[config.mk]
export PLATFORM = sky130hd
export DESIGN_NAME = wb_port_arbiter
export DESIGN_NICKNAME = d
export VERILOG_FILES = /design/src/rtl/wb_port_arbiter_pkg.sv /design/src/rtl/wb_port_arbiter_ret_fifo.sv /design/src/rtl/wb_port_arbiter.sv
export SDC_FILE = /design/constraint.sdc
export NUM_CORES = 1
export LEC_CHECK = 0
export BUFFER_PORTS_ARGS = -buffer_cell sky130_fd_sc_hd__buf_2
export CORE_AREA = 2 2 102 104
export DETAILED_ROUTE_END_ITERATION = 12
export DIE_AREA = 0 0 104 106
export PLACE_DENSITY = 0.89
export SETUP_SLACK_MARGIN = 0.3
export SKIP_CTS_REPAIR_TIMING = 1
export SYNTH_ARGS = -nofsm -noshare
export SYNTH_HDL_FRONTEND = slang
export SYNTH_HIERARCHICAL = 1
export SYNTH_SLANG_ARGS = --single-unit
export TNS_END_PERCENT = 20
[constraint.sdc]
create_clock -name clk -period 5.21 [get_ports clk]
set_input_delay 0.521 -clock clk [delete_from_list [all_inputs] [get_ports clk]]
set_output_delay 0.521 -clock clk [all_outputs]
set_load 0.01 [all_outputs]
[src/rtl/wb_port_arbiter_pkg.sv]
// wb_port_arbiter_pkg: shared widths, default sizing and the {rd, data} writeback request layout
package wb_port_arbiter_pkg;
  localparam int XLEN = 32;
  localparam int REGW = 5;
  localparam int DEF_DEPTH = 2;
  localparam int DEF_STARVE_MAX = 4;
  typedef struct packed {
    logic [REGW-1:0] rd;
    logic [XLEN-1:0] data;
  } wb_req_t;
endpackage

[src/rtl/wb_port_arbiter_ret_fifo.sv]
// wb_ret_fifo: DEPTH-entry circular buffer of load returns (push/pop in, head/full/empty and per-entry valid+rd out for hazard compares)
module wb_ret_fifo
  import wb_port_arbiter_pkg::*;
#(
  parameter int DEPTH = DEF_DEPTH
) (
  input  logic            clk,
  input  logic            rst_n,
  input  logic            push,
  input  wb_req_t         push_req,
  input  logic            pop,
  output wb_req_t         head,
  output logic            full,
  output logic            empty,
  output logic [DEPTH-1:0] ent_vld,
  output logic [REGW-1:0] ent_rd [DEPTH]
);
  localparam int AW = $clog2(DEPTH);
  wb_req_t mem [DEPTH];
  logic [AW-1:0] wp, rp;
  logic [AW:0] cnt;
  always_ff @(posedge clk or negedge rst_n)
    if (!rst_n) begin
      wp  <= '0;
      rp  <= '0;
      cnt <= '0;
    end else begin
      if (push) wp <= wp + 1'b1;
      if (pop) rp <= rp + 1'b1;
      cnt <= cnt + (AW+1)'(push) - (AW+1)'(pop);
    end
  always_ff @(posedge clk)
    if (push) mem[wp] <= push_req;
  assign head  = mem[rp];
  assign full  = cnt == (AW+1)'(DEPTH);
  assign empty = cnt == '0;
  for (genvar i = 0; i < DEPTH; i++) begin : g_ent
    logic [AW-1:0] off;
    assign off        = AW'(i) - rp;
    assign ent_vld[i] = {1'b0, off} < cnt;
    assign ent_rd[i]  = mem[i].rd;
  end
endmodule

[src/rtl/wb_port_arbiter.sv]
// wb_port_arbiter: one-write-per-cycle register-file port shared by the execute path and a buffered load-return path
module wb_port_arbiter
  import wb_port_arbiter_pkg::*;
#(
  parameter int DEPTH      = DEF_DEPTH,
  parameter int STARVE_MAX = DEF_STARVE_MAX
) (
  input  logic            clk,
  input  logic            rst_n,
  input  logic            ex_valid,
  input  logic [REGW-1:0] ex_rd,
  input  logic [XLEN-1:0] ex_data,
  output logic            ex_ready,
  input  logic            ld_valid,
  input  logic [REGW-1:0] ld_rd,
  input  logic [XLEN-1:0] ld_data,
  output logic            ld_ready,
  input  logic [REGW-1:0] chk_rs1,
  input  logic [REGW-1:0] chk_rs2,
  output logic            pend_hit1,
  output logic            pend_hit2,
  output logic            rf_we,
  output logic [REGW-1:0] rf_waddr,
  output logic [XLEN-1:0] rf_wdata
);
  localparam int SW = $clog2(STARVE_MAX + 1);
  logic full, empty, push, pop, waw, force_ld, gnt_ex;
  logic [DEPTH-1:0] ent_vld, ex_hit, hit1, hit2;
  logic [REGW-1:0] ent_rd [DEPTH];
  logic [SW-1:0] starve;
  wb_req_t head, win;
  wb_ret_fifo #(.DEPTH(DEPTH)) u_fifo (
    .clk(clk), .rst_n(rst_n), .push(push), .push_req({ld_rd, ld_data}), .pop(pop),
    .head(head), .full(full), .empty(empty), .ent_vld(ent_vld), .ent_rd(ent_rd)
  );
  for (genvar i = 0; i < DEPTH; i++) begin : g_cmp
    assign ex_hit[i] = ent_vld[i] && ent_rd[i] == ex_rd;
    assign hit1[i]   = ent_vld[i] && ent_rd[i] == chk_rs1;
    assign hit2[i]   = ent_vld[i] && ent_rd[i] == chk_rs2;
  end
  always_comb begin
    ld_ready  = !full;
    push      = ld_valid && !full;
    waw       = ex_valid && ex_rd != '0 && |ex_hit;
    force_ld  = !empty && (starve == SW'(STARVE_MAX) || full || waw);
    gnt_ex    = ex_valid && !force_ld;
    pop       = !empty && !gnt_ex;
    ex_ready  = gnt_ex;
    win       = gnt_ex ? wb_req_t'({ex_rd, ex_data}) : head;
    pend_hit1 = chk_rs1 != '0 && |hit1;
    pend_hit2 = chk_rs2 != '0 && |hit2;
  end
  always_ff @(posedge clk or negedge rst_n)
    if (!rst_n) starve <= '0;
    else if (empty || pop) starve <= '0;
    else if (gnt_ex && starve != SW'(STARVE_MAX)) starve <= starve + 1'b1;
  always_ff @(posedge clk or negedge rst_n)
    if (!rst_n) begin
      rf_we    <= 1'b0;
      rf_waddr <= '0;
      rf_wdata <= '0;
    end else begin
      rf_we <= (gnt_ex || pop) && win.rd != '0;
      if (gnt_ex || pop) begin
        rf_waddr <= win.rd;
        rf_wdata <= win.data;
      end
    end
endmodule

==> impl_results.md, run 1 <==
- Met2 usage: 0.3830
- Root Buffer: clkbuf_8
- Antenna fix cells: 0
- GR Util met3: 0.07725
- Final Max Slew Viols: 0
- Vias in the first global route: 3671
- Worst VDD drop: 0.0002805 V
- Area grow syn2layout: 21.35%
- Nets@finish: 569
- Wire per inst: 18.51 µm
- TritonCTS buffer count: 17
- Crit Path Class: flip-flop to output pin
- Fmax: 0.2649 GHz
- Switching portion of total power: 0.3049
- Dpl hpwl: 7874 µm
- Final setup margin: 1.436 ns
- Most frequent cell after synthesis: mux2_2
- Clock Skews: 0.007538 ns
- Max cap viols: 0
- Critical path's slowest cell: a31oi_4
- DR DRC count: 0
- Most used routing layer: met2
- Number of fillers in the final layout: 720
- Pwr Density: 602.5 mW/mm²
- Run status: finished clean
- DRT Pass-1 Iters: 7
- Largest net degree at the start of global routing: 46
- YS warnings: 6
- Asr flop ratio synth: 0.3782
- Worst-path clk slew: 0.06 ns
- Startpoint Class: flip-flop
- Final Cycle Share: 0.7245
- Synth Register Bits: 119
- Antenna violations before repair: 0
- Setup-failing EPs final: 0
- Share of cells above drive strength 1: 0.5551
- Leakage: 2.801 nW
- Die H: 106 µm
- Cell Area, Synth: 0.005573 mm²
- P_int: 2.832 mW
- HP Class: input port to flip-flop
- Dpl ws: 1.808 ns
- Arr. time, crit path: 3.25 ns
- I/O pins: 130
- Leading area contributor after synthesis: edfxtp_1
- RePlAce Congestion: 0.9152
- Synth top area cells: edfxtp_1 40%, dfrtp_1 20%, mux2_2 19%, mux2_4 5.1%, xor2_1 4.1%
- Post-route minimum period: 3.774 ns
- Setup_tns: 0 ns
- Global-route usage over all layers: 0.2207
- Flop pwr share: 0.386
- Worst path top cell family by delay: compound AO/OA/AOI/OAI gates
- First-pass GRT wire length: 18420 µm
- List of most frequent post-synthesis cells: 92 x mux2_2, 74 x edfxtp_1, 45 x dfrtp_1, 26 x xor2_1, 19 x mux2_4
- Clock Sinks: 119
- Core area: 0.01000 mm²
- CTS tree: done
- Post-synth top area share: 0.3987
- Worst skew pair latency: 0.50 ns
- Post-synth cell types: 32
- Sequential fraction of the synthesis area: 0.6008
- Power share of the combinational group: 0.357
- Full die area: 0.01102 mm²
- Number of DRC markers in iteration 0: 178
- GR Util met1: 0.2582
- Clock share of power: 0.257
- Synth Net Count: 443
- Rel. slew slack: 0.1992
- Initial core utilization: 0.5573
- Top FF cell, synth: edfxtp_1
- RSZ-0062 raised after global routing: no
- CTS max path bufs: 2
- Avg Inst Size Synth: 15.88 µm²
- CP required: 4.69 ns
- Vias/cell: 5.332
- Remaining antenna violation count after routing: 0
- Worst slew pin tran: 1.198 ns
- Fin. Hold Viols: 0
- CP bufs+invs: 2
- Core Rows: 37
- # port buffers: 129
- Largest stage delay on the critical path: 0.94 ns
- Critical Path End Type: output pin
- WL final: 11590 µm
- Synth Instances: 351
- Congestion Overflow GR: 0
- Crit path max fanout: 40
- Die Span X: 104 µm
- H-tree Lvls: 4
- Total number of vias: 3338
- CP Cell Sequence: o21bai_1, and2_1, nand4_1, a31oi_4, inv_1, buf_2
- NetSw: 1.242 mW
- EDFF count, synth: 74
## flip-flops by register name (all words and copies together), names as in the netlist
name,flops
rf_wdata,32
u_fifo/wp,1
rf_waddr,5
u_fifo/mem,74
rf_we,1
starve,3
u_fifo/rp,1
u_fifo/cnt,2
## final timing paths
path                                       start                         end  slack [ns]  depth (start not counted)
setup / recovery           u_fifo/rp$_DFFE_PN0P_                    ex_ready        1.44                          6
hold / removal                        ld_data[7]  u_fifo/mem[1][7]$_DFFE_PP_        0.20                          1
setup reg to reg           u_fifo/rp$_DFFE_PN0P_    rf_wdata[26]$_DFFE_PN0P_        1.83                          6
hold reg to reg            u_fifo/wp$_DFFE_PN0P_       u_fifo/wp$_DFFE_PN0P_        0.55                          1
max in group asynchronous                  rst_n       u_fifo/rp$_DFFE_PN0P_        4.24                          1
min in group asynchronous                  rst_n     rf_waddr[0]$_DFFE_PN0P_        0.21                          1
## placed cells by master, fill, tap and decap left out, types with 8 or more instances in the layout
cell       Yosys  routed
mux2_2        92      92
xor2_1        26      26
xnor2_1        9       9
dfrtp_1       45      44
clkbuf_1       5       8
edfxtp_1      74      74
buf_2          0     129
mux2_4        19      19
clkbuf_16      0      18
## per-stage QoR
| stage | hold slack, ns | power [mW] | cell area, µm² | utilization | std cells |
|---|---|---|---|---|---|
| 3_5_place_dp | 0.5243 | 3.045 | 6216 | 0.6216 | 594 |
| 3_3_place_gp | 0.5222 | 2.955 | 6216 | 0.6216 | 594 |
| 4_1_cts | 0.1838 | 4.112 | 6763 | 0.6763 | 626 |
| 2_1_floorplan | 0.2254 | 2.661 | 5573 | - | 351 |
| 6_report | 0.2023 | 4.075 | 6763 | 0.6763 | 626 |
| 5_1_grt | 0.1846 | 4.292 | 6763 | 0.6763 | 626 |
## cell families after synthesis
logic type               Yosys count  share of synthesized area
buffers and inverters             29                    0.03951
flip-flops                       119                     0.6008
adder cells (fa/ha/maj)            4                   0.008981
XOR/XNOR                          35                    0.05501
AND/OR/NAND/NOR                   42                    0.04378
AO/OA/AOI/OAI                     10                    0.01302
multiplexers                     112                     0.2389
## worst reg2reg max path: stages, from the launching register on
cell and delay [ns]:
dfrtp_2 0.72, o21bai_1 0.39, and2_1 0.21, nand4_1 0.21, a31oi_4 0.94, buf_4 0.42, mux2_2 0.37
## final cells by class
type	instances	area, µm²	area share
flip-flops and latches	119	3349	0.4953
repair buffers	130	653.1	0.09658
inverters	6	22.52	0.003330
clock buffers	30	535.5	0.07919
multi-input cells	203	2021	0.2988
clock inverters	2	11.26	0.001665
well taps	136	170.2	0.02516
## per-layer routing
metal  vias up  wire length [µm]
li1       1539                 -
met1      1660              4668
met2       125              6071
met3        14               695
met4         0               149
met5         -                 0
## power by group through the flow
stage | logic (mW) | clock network, mW | registers [mW]
after floorplan | 1.12 | 0 | 1.55
after global placement | 1.39 | 0 | 1.56
after detailed placement | 1.46 | 0 | 1.59
after CTS | 1.47 | 1.07 | 1.57
after global routing | 1.57 | 1.11 | 1.61
final | 1.45 | 1.05 | 1.57
Note: power is estimated with default switching activity, not from simulation.
==> inputs of run 2 (changes only) <==
--- a/config.mk
+++ b/config.mk
@@ -6,10 +6,10 @@
 export NUM_CORES = 1
 export LEC_CHECK = 0
 export BUFFER_PORTS_ARGS = -buffer_cell sky130_fd_sc_hd__buf_2
-export CORE_AREA = 2 2 102 104
+export CORE_AREA = 2 2 105 107
 export DETAILED_ROUTE_END_ITERATION = 12
-export DIE_AREA = 0 0 104 106
-export PLACE_DENSITY = 0.89
+export DIE_AREA = 0 0 107 109
+export PLACE_DENSITY = 0.85
 export SETUP_SLACK_MARGIN = 0.3
 export SKIP_CTS_REPAIR_TIMING = 1
 export SYNTH_ARGS = -nofsm -noshare
==> constraint.sdc (replaced) <==
create_clock -name clk -period 3.82 [get_ports clk]
set_input_delay 0.382 -clock clk [delete_from_list [all_inputs] [get_ports clk]]
set_output_delay 0.382 -clock clk [all_outputs]
set_load 0.01 [all_outputs]
==> run 2 against run 1 <==
  * Global-route usage is 1.5 points lower
  * Critical path type unchanged
  * Non-clock buffer count is 2 higher
  * Register-to-register slack worse by 0.74 ns
==> impl_results.md, run 2 (synthesis results as in run 1) <==
- NetSw: 1.705 mW (+37%)
- Flop pwr share: 0.379 (-0.007)
- Remaining antenna violation count after routing: 0 (unchanged)
- WHS Path Cells: 1 (unchanged)
- Share of cells above drive strength 1: 0.5650 (+0.009939)
- Critical path's slowest cell: a31oi_4
- Setup_tns: 0 ns (unchanged)
- Nets@finish: 571 (+0.35%)
- Fmax: 0.3244 GHz
- Vias/cell: 5.193 (-2.6%)
- RSZ-0062 raised after global routing: no
- DR DRC count: 0 (unchanged)
- Startpoint Class: flip-flop
- Antenna fix cells: 0 (unchanged)
- WL final: 11220 µm (-3.2%)
- Clock Sinks: 119 (unchanged)
- Full die area: 0.01166 mm² (+5.8%)
- Crit path max fanout: 21 (-48%)
- TritonCTS buffer count: 17 (unchanged)
- Fin. Hold Viols: 0 (unchanged)
- Worst VDD drop: 0.0004497 V (+60%)
- Root Buffer: clkbuf_8
- Die Span X: 107 µm (+2.9%)
- Die H: 109 µm (+2.8%)
- Hold EP: u_fifo/mem[0][28]$_DFFE_PP_
- CP bufs+invs: 2 (unchanged)
- Run status: finished clean
- P_int: 3.811 mW (+35%)
- Vias in the first global route: 3486 (-5.0%)
- Commonest non-fill, non-tap cell in the layout: buf_2
- Most used routing layer: met2
- Largest register FFs: 74 (unchanged)
- Dpl hpwl: 7637 µm (-3.0%)
- CP Cell Sequence: o21bai_1, and2_1, nand4_1, a31oi_4, inv_1, buf_2
- Core area: 0.01060 mm² (+6.0%)
- Wire per inst: 17.75 µm (-4.1%)
- Clock Skews: 0.008902 ns (+0.001364 ns)
- H-tree Lvls: 4 (unchanged)
- Largest net degree at the start of global routing: 46 (unchanged)
- CP required: 3.44 ns (-1.25 ns)
- I/O pins: 130 (unchanged)
- Setup-failing EPs final: 0 (unchanged)
- Worst Setup SP: u_fifo/rp$_DFFE_PN0P_
- Reg-to-reg endpoint: rf_wdata[23]$_DFFE_PN0P_
- Worst-path clk slew: 0.06 ns (about the same)
- Power share of the combinational group: 0.368 (+0.011)
- Top Registers: u_fifo/mem (74), rf_wdata (32), rf_waddr (5)
- Power Total: 5.516 mW (+35%)
- Switching portion of total power: 0.3090 (+0.004096)
- Worst slew pin tran: 1.136 ns (-0.06260 ns)
- Critical Path End Type: output pin
- # port buffers: 129 (unchanged)
- R2r startpoint: u_fifo/rp$_DFFE_PN0P_
- HP Class: input port to flip-flop
- GR Util met1: 0.2394 (-0.01879)
- Core Rows: 38 (+2.7%)
- Global-route usage over all layers: 0.2056 (-0.01506)
- Worst Reg-to-Reg Cells: 6 (unchanged)
- DRT Pass-1 Iters: 4 (-3)
- Clock share of power: 0.253 (-0.004)
- Leakage: 2.810 nW (+0.32%)
- Final Max Slew Viols: 0 (unchanged)
- Initial core utilization: 0.5256 (-0.03170)
- Rel. slew slack: 0.2413 (+0.04203)
- Area grow syn2layout: 21.46% (about the same)
- Final Cycle Share: 0.8070
- Arr. time, crit path: 2.70 ns (-0.55 ns)
- First-pass GRT wire length: 17560 µm (-4.6%)
- Worst skew pair latency: 0.52 ns (+0.02 ns)
- Met2 usage: 0.3549 (-0.02812)
- Antenna violations before repair: 1 (+1)
- Largest Register: u_fifo/mem
- Pwr Density: 814.9 mW/mm² (+35%)
- Number of DRC markers in iteration 0: 171 (-3.9%)
- Max cap viols: 0 (unchanged)
- RePlAce Congestion: 0.8766 (-4.2%)
- GR Util met3: 0.07053 (-0.006721)
- CTS max path bufs: 2 (unchanged)
- Largest stage delay on the critical path: 0.63 ns (-0.31 ns)
- Post-route minimum period: 3.083 ns
- Congestion Overflow GR: 0 (unchanged)
- CTS tree: done
- Crit Path Class: flip-flop to output pin
- Most frequent cells in the layout: 129 x buf_2, 92 x mux2_2, 74 x edfxtp_1
- Min-delay src: ld_data[28]
- Total number of vias: 3282 (-1.7%)
- Reg2Reg Setup Slack: 1.09 ns (-0.74 ns)
- Worst path top cell family by delay: compound AO/OA/AOI/OAI gates
-- run 2: area by class of cell --
type,instances,area (µm²)
Tap cell,140,175.2
Sequential cell,119,3349
Timing Repair Buffer,132,680.7
Inverter,6,22.52
Fill cell,772,3834
Clock inverter,12,85.08
Multi-Input combinational cell,203,2021
Clock buffer,20,435.4
-- run 2: metrics by stage --
stage	std cells	setup WS, ns	utilization	hold WS (ns)	area (µm²)
after CTS	632	0.7029	0.6384	0.02751	6769
after detailed placement	600	1.073	0.5893	0.5628	6248
after global routing	632	0.5450	0.6384	0.02854	6769
after floorplan	351	0.9095	-	0.08641	5573
after global placement	600	1.163	0.5893	0.5214	6248
final	632	0.7373	0.6384	0.04520	6769
-- run 2: worst max-delay path by stage --
stage	cells after the start	endpoint
after global placement	6	rf_wdata[0]$_DFFE_PN0P_
after CTS	6	ex_ready
after floorplan	3	u_fifo/mem[0][0]$_DFFE_PP_
final	6	ex_ready
after global routing	6	ex_ready
after detailed placement	6	rf_wdata[28]$_DFFE_PN0P_
-- run 2: power by group through the flow --
| stage | sequential (mW) | combinational, mW | clock [mW] |
|---|---|---|---|
| final | 2.09 | 2.03 | 1.39 |
| after global routing | 2.14 | 2.19 | 1.48 |
| after CTS | 2.10 | 2.05 | 1.41 |
| after detailed placement | 2.11 | 2.04 | 0 |
| after global placement | 2.08 | 1.97 | 0 |
| after floorplan | 2.11 | 1.52 | 0 |
-- run 2: worst register-to-register path, stage by stage (launching register included) --
cell	delay (ns)
dfrtp_2	0.58
o21bai_1	0.34
and2_1	0.19
nand4_1	0.20
a31oi_4	0.64
buf_12	0.30
mux2_2	0.37
-- run 2: metal layers --
metal / share of wire / vias up
met5: 0.0014 / -
met4: 0.017 / 2
met3: 0.065 / 22
met2: 0.51 / 113
met1: 0.41 / 1607
li1: - / 1538
